===== config.mk =====
export PLATFORM = sky130hd
export DESIGN_NAME = harris_frame_ctrl
export DESIGN_NICKNAME = d
export VERILOG_FILES = /design/src/rtl/harris_frame_ctrl.sv
export SDC_FILE = /design/constraint.sdc
export NUM_CORES = 1
export LEC_CHECK = 0
export ABC_AREA = 1
export CAP_MARGIN = 20
export CELL_PAD_IN_SITES_DETAIL_PLACEMENT = 1
export CELL_PAD_IN_SITES_GLOBAL_PLACEMENT = 1
export CORE_ASPECT_RATIO = 2
export CORE_MARGIN = 5
export CORE_UTILIZATION = 45
export DETAILED_ROUTE_END_ITERATION = 16
export DONT_BUFFER_PORTS = 1
export PLACE_DENSITY_LB_ADDON = 0.25
export RECOVER_POWER = 100
export SETUP_SLACK_MARGIN = 0.2
export SLEW_MARGIN = 20
export SYNTH_ARGS = -nofsm -noshare
export SYNTH_HDL_FRONTEND = slang
export SYNTH_SLANG_ARGS = --single-unit

===== constraint.sdc =====
create_clock -name clk -period 6.2 [get_ports clk]
set_input_delay 0.31 -clock clk [delete_from_list [all_inputs] [get_ports clk]]
set_output_delay 0.31 -clock clk [all_outputs]
set_load 0.05 [all_outputs]

===== src/rtl/harris_frame_ctrl.sv =====
// ---------------------------------------------------------------------------
// harris_frame_ctrl
//
// Frame-level sequencer for the Harris corner pipeline. A start pulse fetches
// one IMG_W x IMG_H 8-bit frame from pixel memory in raster order and streams
// it into the pipeline. Returned scores are numbered in raster order over the
// (IMG_W-5) x (IMG_H-5) window grid. Scores strictly above the latched signed
// threshold become one-cycle corner events.
//
// Ports
//   clk, reset          rising-edge clock, synchronous active-high reset
//   start, abort        frame start pulse / return-to-idle request
//   threshold           signed corner threshold, latched on accepted start
//   mem_rd_en, mem_addr pixel memory read strobe and address
//   mem_rdata           read data, valid the cycle after mem_rd_en
//   pixel, pixel_valid  pixel stream into the Harris pipeline
//   score, score_valid  harris_score returned by the pipeline
//   corner_*            corner event (1 cycle after its score) and its data
//   corner_count        corners found in the current/last frame (saturating)
//   busy, done          frame in progress / one-cycle completion pulse
//   timeout_err         sticky: drain phase gave up waiting for scores
// ---------------------------------------------------------------------------
module harris_frame_ctrl #(
  parameter int IMG_W     = 64,
  parameter int IMG_H     = 64,
  parameter int ADDR_W    = 12,
  parameter int DRAIN_MAX = 256
) (
  input  logic               clk,
  input  logic               reset,
  input  logic               start,
  input  logic               abort,
  input  logic signed [31:0] threshold,
  output logic               mem_rd_en,
  output logic [ADDR_W-1:0]  mem_addr,
  input  logic [7:0]         mem_rdata,
  output logic [7:0]         pixel,
  output logic               pixel_valid,
  input  logic signed [31:0] score,
  input  logic               score_valid,
  output logic               corner_valid,
  output logic [15:0]        corner_x,
  output logic [15:0]        corner_y,
  output logic signed [31:0] corner_score,
  output logic [15:0]        corner_count,
  output logic               busy,
  output logic               done,
  output logic               timeout_err
);

  localparam logic [1:0] S_IDLE  = 2'd0;
  localparam logic [1:0] S_FETCH = 2'd1;
  localparam logic [1:0] S_DRAIN = 2'd2;
  localparam logic [1:0] S_DONE  = 2'd3;

  localparam int RX_W   = ADDR_W + 1;
  localparam int IDLE_W = $clog2(DRAIN_MAX + 1);

  localparam logic [ADDR_W-1:0] LAST_ADDR = ADDR_W'(IMG_W * IMG_H - 1);
  localparam logic [RX_W-1:0]   EXP_RX    = RX_W'((IMG_W - 5) * (IMG_H - 5));
  localparam logic [15:0]       SX_LAST   = 16'(IMG_W - 6);
  localparam logic [IDLE_W-1:0] DRAIN_LIM = IDLE_W'(DRAIN_MAX);

  function automatic logic [15:0] sat_inc16(input logic [15:0] v);
    return (v == 16'hFFFF) ? v : v + 16'd1;
  endfunction

  logic [1:0]         state_q, state_d;
  logic [ADDR_W-1:0]  addr_q, addr_d;
  logic               pixel_valid_q, pixel_valid_d;
  logic signed [31:0] thr_q, thr_d;
  logic [RX_W-1:0]    rx_q, rx_d;
  logic [15:0]        sx_q, sx_d, sy_q, sy_d;
  logic [IDLE_W-1:0]  idle_q, idle_d;
  logic               cv_q, cv_d;
  logic [15:0]        cx_q, cx_d, cy_q, cy_d;
  logic signed [31:0] cs_q, cs_d;
  logic [15:0]        cnt_q, cnt_d;
  logic               done_q, done_d;
  logic               terr_q, terr_d;

  logic active, start_ok, accept, hit;

  assign active   = (state_q == S_FETCH) || (state_q == S_DRAIN);
  assign start_ok = start && !abort && ((state_q == S_IDLE) || (state_q == S_DONE));
  // Scores beyond the expected window count are dropped so coordinates never
  // run past the last window.
  assign accept   = active && score_valid && (rx_q != EXP_RX);
  assign hit      = accept && (score > thr_q);

  always_comb begin
    state_d       = state_q;
    addr_d        = addr_q;
    pixel_valid_d = (state_q == S_FETCH);
    thr_d         = thr_q;
    rx_d          = rx_q;
    sx_d          = sx_q;
    sy_d          = sy_q;
    idle_d        = idle_q;
    cv_d          = 1'b0;
    cx_d          = cx_q;
    cy_d          = cy_q;
    cs_d          = cs_q;
    cnt_d         = cnt_q;
    done_d        = 1'b0;
    terr_d        = terr_q;

    if (accept) begin
      rx_d = rx_q + 1'b1;
      if (sx_q == SX_LAST) begin
        sx_d = 16'd0;
        sy_d = sy_q + 16'd1;
      end else begin
        sx_d = sx_q + 16'd1;
      end
    end

    if (hit) begin
      cv_d  = 1'b1;
      cx_d  = sx_q;
      cy_d  = sy_q;
      cs_d  = score;
      cnt_d = sat_inc16(cnt_q);
    end

    case (state_q)
      S_IDLE, S_DONE: begin
        if (start_ok) begin
          state_d = S_FETCH;
          thr_d   = threshold;
          addr_d  = '0;
          rx_d    = '0;
          sx_d    = 16'd0;
          sy_d    = 16'd0;
          idle_d  = '0;
          cnt_d   = 16'd0;
          terr_d  = 1'b0;
        end
      end
      S_FETCH: begin
        if (addr_q == LAST_ADDR) begin
          state_d = S_DRAIN;
          idle_d  = '0;
        end else begin
          addr_d = addr_q + 1'b1;
        end
      end
      S_DRAIN: begin
        idle_d = score_valid ? '0 : idle_q + 1'b1;
        // rx_d already includes a score accepted this cycle, so the final
        // score and the exit to DONE share the same cycle.
        if (rx_d == EXP_RX) begin
          state_d = S_DONE;
        end else if (idle_d == DRAIN_LIM) begin
          state_d = S_DONE;
          terr_d  = 1'b1;
        end
      end
      default: state_d = S_IDLE;
    endcase

    // Abort overrides everything else, including a same-cycle start; counters
    // and corner_count are left as they are.
    if (abort) begin
      state_d       = S_IDLE;
      pixel_valid_d = 1'b0;
    end

    done_d = (state_d == S_DONE) && (state_q != S_DONE);
  end

  always_ff @(posedge clk) begin
    if (reset) begin
      state_q       <= S_IDLE;
      addr_q        <= '0;
      pixel_valid_q <= 1'b0;
      thr_q         <= '0;
      rx_q          <= '0;
      sx_q          <= 16'd0;
      sy_q          <= 16'd0;
      idle_q        <= '0;
      cv_q          <= 1'b0;
      cx_q          <= 16'd0;
      cy_q          <= 16'd0;
      cs_q          <= '0;
      cnt_q         <= 16'd0;
      done_q        <= 1'b0;
      terr_q        <= 1'b0;
    end else begin
      state_q       <= state_d;
      addr_q        <= addr_d;
      pixel_valid_q <= pixel_valid_d;
      thr_q         <= thr_d;
      rx_q          <= rx_d;
      sx_q          <= sx_d;
      sy_q          <= sy_d;
      idle_q        <= idle_d;
      cv_q          <= cv_d;
      cx_q          <= cx_d;
      cy_q          <= cy_d;
      cs_q          <= cs_d;
      cnt_q         <= cnt_d;
      done_q        <= done_d;
      terr_q        <= terr_d;
    end
  end

  assign mem_rd_en    = (state_q == S_FETCH);
  assign mem_addr     = addr_q;
  // Read data arrives the cycle after the strobe, which is exactly the cycle
  // pixel_valid (the strobe delayed by one) is high; qualify it so the pixel
  // bus is zero whenever no pixel is being presented.
  assign pixel        = pixel_valid_q ? mem_rdata : 8'd0;
  assign pixel_valid  = pixel_valid_q;
  assign corner_valid = cv_q;
  assign corner_x     = cx_q;
  assign corner_y     = cy_q;
  assign corner_score = cs_q;
  assign corner_count = cnt_q;
  assign busy         = active;
  assign done         = done_q;
  assign timeout_err  = terr_q;

endmodule


* After elaboration in Yosys (flattened, before gate mapping)
Index checks and enable logic that the tools add are counted.
Widths: inputs -> output; s select.
** Operators by class
- Multiplexer cells :: 34
- $lt $le $gt $ge :: 1
- Reduce and logical (&&, ||, !) cells :: 18
- Equal/unequal tests :: 16
- Add/subtract/negate cells :: 6
** Operator list (number)
- $mux 16 :: 12
- $add 16x1->16 const B :: 3
- $mux 13 :: 3
- $gt 32x32->1 :: 1
- $mux 9 :: 3
- $pmux 9 s3 :: 1
- $mux 12 :: 2
- $pmux 12 s2 :: 1
- $eq 16x16->1 const B :: 1
- $eq 16x6->1 const B :: 1
- $add 13x1->13 const B :: 1
- $eq 13x12->1 const B :: 1
- $ne 13x12->1 const B :: 1
- $add 12x1->12 const B :: 1
- $eq 12x12->1 const B :: 1
- $mux 2 :: 5
- $add 9x1->9 const B :: 1
- $eq 9x9->1 const B :: 1
- $mux 8 :: 1
- $ne 2x2->1 const B :: 4
- $eq 2x2->1 const B :: 3
- $logic_and 1x1->1 :: 6
- $pmux 2 s3 :: 1
- $mux 1 :: 4
- 11 further kinds :: 16
** Word-level totals
- Flip-flop bits (word level) :: 184
- Output and inout port bits :: 106
- Input port bits :: 77

* Depth between registers and ports, before layout
Gate-level depths: netlist (run 1).
- Depth after elaboration :: 11
- Mapped depth :: 19

* Worst setup path after synthesis (run 1)
Ideal clock, no wire load.
- Path kind :: reg-to-reg
- Start :: reg state_q[0]
- End :: reg addr_q[9], in the netlist mem_addr[9]
- Setup slack :: 3.833 ns
- Data required time :: 6.081 ns
- Data arrival time :: 2.248 ns
- Setup time :: 0.119 ns
- Cell stages (with the launch flop) :: 11
- Path buffers :: 1
- Cells stage by stage :: dfxtp_1 -> inv_1 -> ha_1 -> inv_1 -> a21oi_1 -> nor3_2 -> inv_1 -> o21ai_1 -> buf_2 -> o21bai_1 -> nor2_1
** On the way
- Word-level cells in the longest chain between the ends :: 5
** RTL lines
- start, declared :: line 68 : logic [1:0] state_q, state_d;
- start signal, assigned :: line 190 : state_q <= state_d;
- $eq 2x2->1 or $logic_not 2->1 (tied branches) :: line 85, 126
- $logic_or 1x1->1 :: line 85 : assign start_ok = start && !abort && ((state_q == S_IDLE) || (state_q == S_DONE));
- $logic_and 1x1->1 :: line 85
- $ne 2x2->1 (no line)
- $reduce_and 3->1 (no line)
- end signal, assigned :: line 191 : addr_q <= addr_d;
- end, declared :: line 69 : logic [ADDR_W-1:0] addr_q, addr_d;
Parallel ways exist; a longest one is shown, timed or not.
A chain may end at the register's enable or synchronous reset.

* Worst setup path after layout (run 1)
- Start :: reg state_q[0]
- End :: reg cs_q[31], in the netlist corner_score[31]
** On the way
- Word-level cells in the longest chain between the ends :: 5
** RTL lines
- $eq 2x1->1 or $eq 2x2->1 (tied branches) :: line 84 : assign active = (state_q == S_FETCH) || (state_q == S_DRAIN);
- $logic_or 1x1->1 * :: line 84
- $logic_and 1x1->1 * (2 in series) :: line 88 : assign accept = active && score_valid && (rx_q != EXP_RX);
- $logic_and 1x1->1 * :: line 89 : assign hit = accept && (score > thr_q);
- end signal, assigned :: line 201 : cs_q <= cs_d;
- end, declared :: line 77 : logic signed [31:0] cs_q, cs_d;
Mark *: on every way between the ends. The rest lies on a longest branch, timed or not.

==> results of run 1 <==
[power by group]
| part | internal, mW | total [mW] | switching (mW) | leakage, nW |
|---|---|---|---|---|
| clock | 0.640 | 1.14 | 0.497 | 0.298 |
| sequential | 1.20 | 1.23 | 0.0306 | 1.49 |
| combinational | 0.0769 | 0.248 | 0.171 | 2.14 |
[how the worst max path moves through the flow]
stage / startpoint / endpoint / slack [ns] / depth (start not counted)
4_1_cts: thr_q[27] / corner_score[31] / 1.79 / 14
3_3_place_gp: state_q[0] / sx_q[5] / 2.20 / 10
5_1_grt: state_q[0] / corner_score[31] / 1.06 / 10
3_5_place_dp: state_q[0] / sx_q[5] / 2.15 / 10
6_report: state_q[0] / corner_score[31] / 1.45 / 10
2_1_floorplan: state_q[0] / mem_addr[9] / 3.83 / 10
[per-stage QoR]
stage	hold WS (ns)	setup WS, ns	util [%]	area (um^2)
6_report	0.0247	1.45	48.9	10500
5_1_grt	0.0223	1.06	48.9	10500
4_1_cts	0.00117	1.79	49.7	10700
3_5_place_dp	0.383	2.15	45.4	9750
3_3_place_gp	0.381	2.20	45.4	9750
2_1_floorplan	0.389	3.83	-	9780
[final cells by class]
type	count	area [um^2]	area share, %
multi-input combinational	920	4960	47.2
sequential	184	3680	35.1
inverter	145	547	5.21
clock buffer	23	488	4.65
timing repair buffer	35	372	3.54
tap	273	342	3.25
clock inverter	9	114	1.08
[layer usage]
metal	vias to the layer above	global-route usage, %
met2	180	48.9
met4	0	9.39
li1	4283	-
met5	-	0
met3	48	5.99
met1	4222	22.1
[sequential cells by signal (all words and copies together) (netlist names), 2 cells and up]
name / count
mem_addr: 12
state_q: 2
corner_count: 16
corner_x: 16
rx_q: 13
idle_q: 9
corner_score: 32
thr_q: 32
sx_q: 16
corner_y: 16
sy_q: 16
[worst reg2reg max path, cell delays in order (launching register included)]
cell and delay, ns:
dfxtp_1 0.39, inv_1 0.11, ha_1 0.36, nor2_1 0.98
nand2_4 0.40, a21oi_1 0.42, buf_4 0.48, buf_4 0.58
nand3_1 0.20, a21oi_2 0.18, dlygate4sd3_1 0.59
[synth_stat cells (2+ instances only)]
cell type | count | area (um^2)
xnor2_1 | 4 | 35.0
dfxtp_1 | 184 | 3680
nor2_1 | 118 | 443
nand2_1 | 275 | 1030
inv_1 | 139 | 522
inv_2 | 4 | 15.0
nor3_2 | 4 | 40.0
nor4_1 | 6 | 37.5
ha_1 | 44 | 551
nand2_4 | 3 | 33.8
nand3_1 | 82 | 410
nor3b_1 | 8 | 60.1
nand3_2 | 51 | 510
nand4_1 | 26 | 163
clkbuf_1 | 28 | 105
nor2_4 | 2 | 22.5
o21ai_0 | 59 | 295
nand2_2 | 2 | 12.5
nor3_1 | 28 | 140
buf_2 | 15 | 75.1
buf_4 | 4 | 30.0
xor2_1 | 22 | 193
nand3b_1 | 3 | 22.5
buf_12 | 7 | 140
nor2_2 | 4 | 25.0
a211oi_1 | 5 | 37.5
o21bai_1 | 2 | 15.0
a21oi_1 | 122 | 611
a21oi_2 | 38 | 333
buf_6 | 3 | 33.8
[logic make-up (layout without fill, tap and decap cells)]
group	count (synthesis)	in the layout	synth area share [%]
xor+xnor	26	26	2.33
compound gates	231	231	13.6
simple gates	619	619	31.1
fa+ha+maj	44	44	5.63
buf+inv	203	212	9.67
flops	184	184	37.7
[cell usage in the layout, fill, tap and decap left out, drive strengths merged, types with 24 or more instances in the layout]
cell type	count
nor3	32
nor2	125
nand2	280
inv	144
o21ai	60
dfxtp	184
dlygate4sd3	29
ha	44
clkbuf	24
nand3	134
nand4	26
a21oi	161
[repair_timing]
item	in CTS	in global routing
hold buffers	30	0
hold endpoints to repair	82	0
gates resized for setup	0	0
==> metrics, run 1 <==
status finished clean; final non-filler cell total 1589; Final ANT Viol Nets 0; Synth cell types 45; fin crit period 4.75 ns; DR top layer met4; I/O pin count roughly 180; Synth Area per Inst between 7 and 8 um^2; Max VDD drop 0.000198 V; startpoint types flop; Crit Path Category reg2reg; GRT overflow 0; CP peak stage delay 0.98 ns; P per Cell Area 249 mW/mm^2; Final Cycle Share between 70% and 80%; Vias/cell about 5.5; clk root buf clkbuf_16; syn nets ~1400; drt pass-1 iters 4; Slew Viols, Final 0; Fillers between 2000 and 3000; max frequency around 210 MHz; first-pass GRT wire length 47.7 mm; Die Footprint ~0.025 mm^2; FF-to-FF End corner_score[31]; FP Rows 76; Residual DRC 0; setup TNS 0 ns; initial antenna violation count 0; Core Area 0.0215 mm^2; worst hold start score[12]; hold crit path type in2reg; RSZ-0062 raised after global routing false; drt initial violations 262; yosys warns 0; Synth async-reset ratio 0%; clk slew on worst S/H paths 0.07 ns; RR Startpoint state_q[0]; Detailed Place HPWL 21.2 mm; Mapped Cells 1307; Clock Skew about 0.012 ns; Setup Viol. Count Final 0; WHS Path Cells 2; Power, Total 2.62 mW; number of global-route vias before repair around 9600; placer congestion estimate 0.846; Critical Path Most Common Cell buf_4; WL met2 about 17 mm; crit-path max FO 51; Die Span Y 218 um; Num CTS Buffers 17; CTS Sinks approximately 180; sequential cell area fraction in the yosys report 37.7%; Yosys reg bits 184; WP buf/inv 4; area grow syn2layout 7.38%; placed cells around 1500; maximum number of pins on one net before global-route repair 82; r2r setup slk 1.45 ns; Initial Util 45.5%; Worst slew margin under 10%; CTS Buffer Depth 2; Required @ worst endpoint about 6.6 ns; PortBufs 0; final WL 29.3 mm; EDFF count, synth 0; Worst Hold End corner_score[12]; cell area after synthesis 0.00978 mm^2; Die Width 114 um; # nets final ~1400; Final Hold Viols 0; ratio of cells with drive above 1 in the final layout 8.51%; Clock H-tree levels 4; DR WL met3 ~1.4 mm; total number of vias 8733; Top delay family on crit path buffers and inverters; Crit path arrival time 5.14 ns; CTS tree built; ANT cells 0; post-CTS setup buffer count 0; maxcap violations 0; Least-Margin Pin Slew 1.34 ns; global router's overall resource usage approximately 24%; average wire per standard cell 18.4 um; Crit. End Element flop; worst-path cell chain inv_1 -> ha_1 -> nor2_1 -> nand2_4 -> a21oi_1 -> buf_4 -> buf_4 -> nand3_1 -> a21oi_2 -> dlygate4sd3_1; worst reg2reg path depth 10; clock latency on the worst-skew pair 0.46 ns; met1 wire length 10.2 mm; Leak Pwr 3.93 nW; CP max stage cell nor2_1; ys flop type dfxtp_1
(Power assumes the default switching activity.)
==> run 2, diff against run 1 <==
Settings changed: ABC_AREA 1 to 0, CORE_UTILIZATION 45 to 42.
Clock period 6.2 ns to 4.3 ns, I/O delays scaled along.
==> metrics, run 2 <==
PortBufs 0 (unchanged); setup TNS 0 ns (unchanged); CTS tree built; fin crit period 3.88 ns (-0.868 ns); global router's overall resource usage 23.7% (-0.49 points); Final Cycle Share 90.3% (+14 points); Die Footprint 0.0253 mm^2 (+1.4%); ys flop type dfxtp_1; clk slew on worst S/H paths 0.07 ns (about the same); Clk pwr share 41.7% (-1.7 points); cell area after synthesis 0.00926 mm^2 (-5.3%); Synth async-reset ratio 0% (unchanged); Die Span Y 220 um (+0.69%); count leader, synth dfxtp_1; Synth Area per Inst 8.00 um^2 (+7.0%); Vias/cell 5.84 (+6.2%); Final WS setup 0.418 ns (-1.03 ns); Crit. End Element flop; Net Sw Power 938 uW (+34%); Final ANT Viol Nets 0 (unchanged); syn nets 1278 (-11%); initial antenna violation count 0 (unchanged); clk root buf clkbuf_16; placed cells 1375 (-9.9%); Yosys reg bits 184 (unchanged); Initial Util 42.2% (-3.3 points); Sw Share 26.5% (-0.15 points); Synth cell types 70 (+56%); max frequency 258 MHz (+22%); post-synthesis xor/xnor area fraction 4.82% (+2.5 points); Top delay family on crit path compound AO/OA/AOI/OAI gates; P per Cell Area 332 mW/mm^2 (+33%); ratio of cells with drive above 1 in the final layout 4.67% (-3.8 points); synthesized-area fraction occupied by adder cells 5.95% (+0.32 points); ANT cells 0 (unchanged); I/O pin count 183 (unchanged); Residual DRC 0 (unchanged); Num CTS Buffers 17 (unchanged); RSZ-0062 raised after global routing false; hold crit path type in2reg; total number of vias 8609 (-1.4%); Max VDD drop 0.000349 V (+77%); maxcap violations 0 (unchanged); final WL 30.2 mm (+3.1%); EDFF count, synth 0 (unchanged); Synth area leader dfxtp_1; Mapped Cells 1157 (-11%); hold slack 0.0429 ns (+0.0182 ns); complex-gate fraction of the synthesized area 17.2% (+3.6 points); clock latency on the worst-skew pair 0.45 ns (about the same); Leak Pwr 3.64 nW (-7.4%); pre-CTS WS 0.573 ns (-1.58 ns); mux share of post-synthesis cell area 1.95% (+1.9 points); yosys warns 0 (unchanged); Least-Margin Pin Slew 0.912 ns (-0.424 ns); Core Area 0.0220 mm^2 (+2.2%); final non-filler cell total 1475 (-7.2%); Final Hold Viols 0 (unchanged); Crit path depth 10 (unchanged); Slew Viols, Final 0 (unchanged); Crit path arrival time 4.19 ns (-0.95 ns); Yosys top cell area share 39.8% (+2.1 points); # nets final 1307 (-8.2%); CTS Sinks 184 (unchanged); number of global-route vias before repair 9243 (-3.6%); Clock H-tree levels 4 (unchanged); maximum number of pins on one net before global-route repair 114 (+39%); Flop pwr share 49.9% (+2.8 points); area grow syn2layout 14.9%; worst-path cell chain inv_1 -> ha_1 -> nand4_1 -> or4_1 -> o31ai_4 -> nor2_2 -> a21boi_4 -> buf_4 -> o21ai_0 -> a21oi_1; CP peak stage delay 0.72 ns (-0.26 ns); FP Rows 77 (+1.3%); WP buf/inv 2 (-2); Setup Viol. Count Final 0 (unchanged); Resize count post-CTS 0 (unchanged); WHS Path Cells 3 (+1); status finished clean; Detailed Place HPWL 20.4 mm (-3.6%); worst reg2reg path depth 10 (unchanged); placer congestion estimate 0.826 (-2.4%); CTS Buffer Depth 2 (unchanged); Gate power share 8.4% (-1.1 points); Worst slew margin 39.0% (+29 points); Die Width 115 um (+0.66%); internal power 2.60 mW (+35%); crit-path max FO 46 (-9.8%); Crit Path Category reg2reg; largest family of logic cells by synthesized area simple AND/OR/NAND/NOR gates; startpoint types flop; largest cells by area after synthesis dfxtp_1 (40%), a21oi_1 (7.4%), ha_1 (5.9%); post-CTS setup buffer count 0 (unchanged); drt initial violations 386 (+47%); commonest non-fill, non-tap cell in the layout dfxtp_1; drt pass-1 iters 4 (unchanged); Power, Total 3.54 mW (+35%); CP max stage cell o31ai_4; average wire per standard cell 20.5 um (+11%); Required @ worst endpoint 4.61 ns (-1.98 ns); most frequent cells in the layout dfxtp_1 (184), a21oi_1 (136), nand2_1 (136); GRT overflow 0 (unchanged); Clock Skew 0.0104 ns (-0.00108 ns); simple-gate share of the synthesized area 24.8% (-6.3 points); sequential cell area fraction in the yosys report 39.8% (+2.1 points); synth cell count leaders dfxtp_1 (184), a21oi_1 (136), nand2_1 (136); first-pass GRT wire length 47.4 mm (-0.52%)
[run 2: cell families (layout without fill, tap and decap cells)]
| kind of cell | count (synthesis) | in the layout |
|---|---|---|
| AND/OR/NAND/NOR | 463 | 463 |
| AO/OA/AOI/OAI | 275 | 276 |
| flip-flops | 184 | 184 |
| buffers and inverters | 122 | 163 |
| XOR/XNOR | 51 | 51 |
| adder cells (fa/ha/maj) | 44 | 44 |
| multiplexers | 18 | 18 |
[run 2: worst paths after layout]
check | endpoint | start | slack [ns]
setup reg to reg | corner_score[2] | thr_q[31] | 0.42
setup / recovery | corner_score[2] | thr_q[31] | 0.42
hold / removal | timeout_err | reset | 0.04
hold reg to reg | thr_q[15] | thr_q[15] | 0.46
[run 2: per-stage QoR]
step	instance area, um^2	utilization [%]
finish	10600	48.4
global route	10600	48.4
CTS	10700	48.5
detailed placement	9430	42.9
global placement	9430	42.9
floorplan	9260	-
[run 2: worst register-to-register path: cells and delay by family, from the launching register on]
kind / cells / cell delay (ns)
AND/OR/NAND/NOR: 3 / 1.04
AO/OA/AOI/OAI: 4 / 1.46
adder cells (fa/ha/maj): 1 / 0.51
flip-flops: 1 / 0.33
buffers and inverters: 2 / 0.41
[run 2: layer usage]
layer / part of all wire (%) / vias to the layer above / global-route usage (%)
li1: - / 4115 / -
met1: 34 / 4223 / 22.4
met2: 56 / 205 / 45.1
met3: 6.4 / 66 / 7.61
met4: 3.9 / 0 / 10.6
met5: 0 / - / 0
[run 2: repair_timing]
| action | in CTS | in global routing |
|---|---|---|
| hold buffers | 67 | 0 |
| hold endpoints to repair | 113 | 0 |
| endpoints found under the setup margin | 0 | 4 |
[run 2: area by class of cell]
class,instances,area [um^2]
Sequential cell,184,3680
Tap cell,276,345
Clock inverter,13,98.8
Fill cell,2644,11300
Multi-Input combinational cell,852,5090
Timing Repair Buffer,82,800
Inverter,49,184
Clock buffer,19,443
[run 2: power groups by stage]
| stage | Sequential, mW | Combinational (mW) | Clock [mW] |
|---|---|---|---|
| after global routing | 1.77 | 0.330 | 1.58 |
| after detailed placement | 1.80 | 0.223 | 0 |
| after global placement | 1.80 | 0.216 | 0 |
| final | 1.76 | 0.298 | 1.47 |
| after CTS | 1.76 | 0.297 | 1.52 |
| after floorplan | 1.80 | 0.179 | 0 |
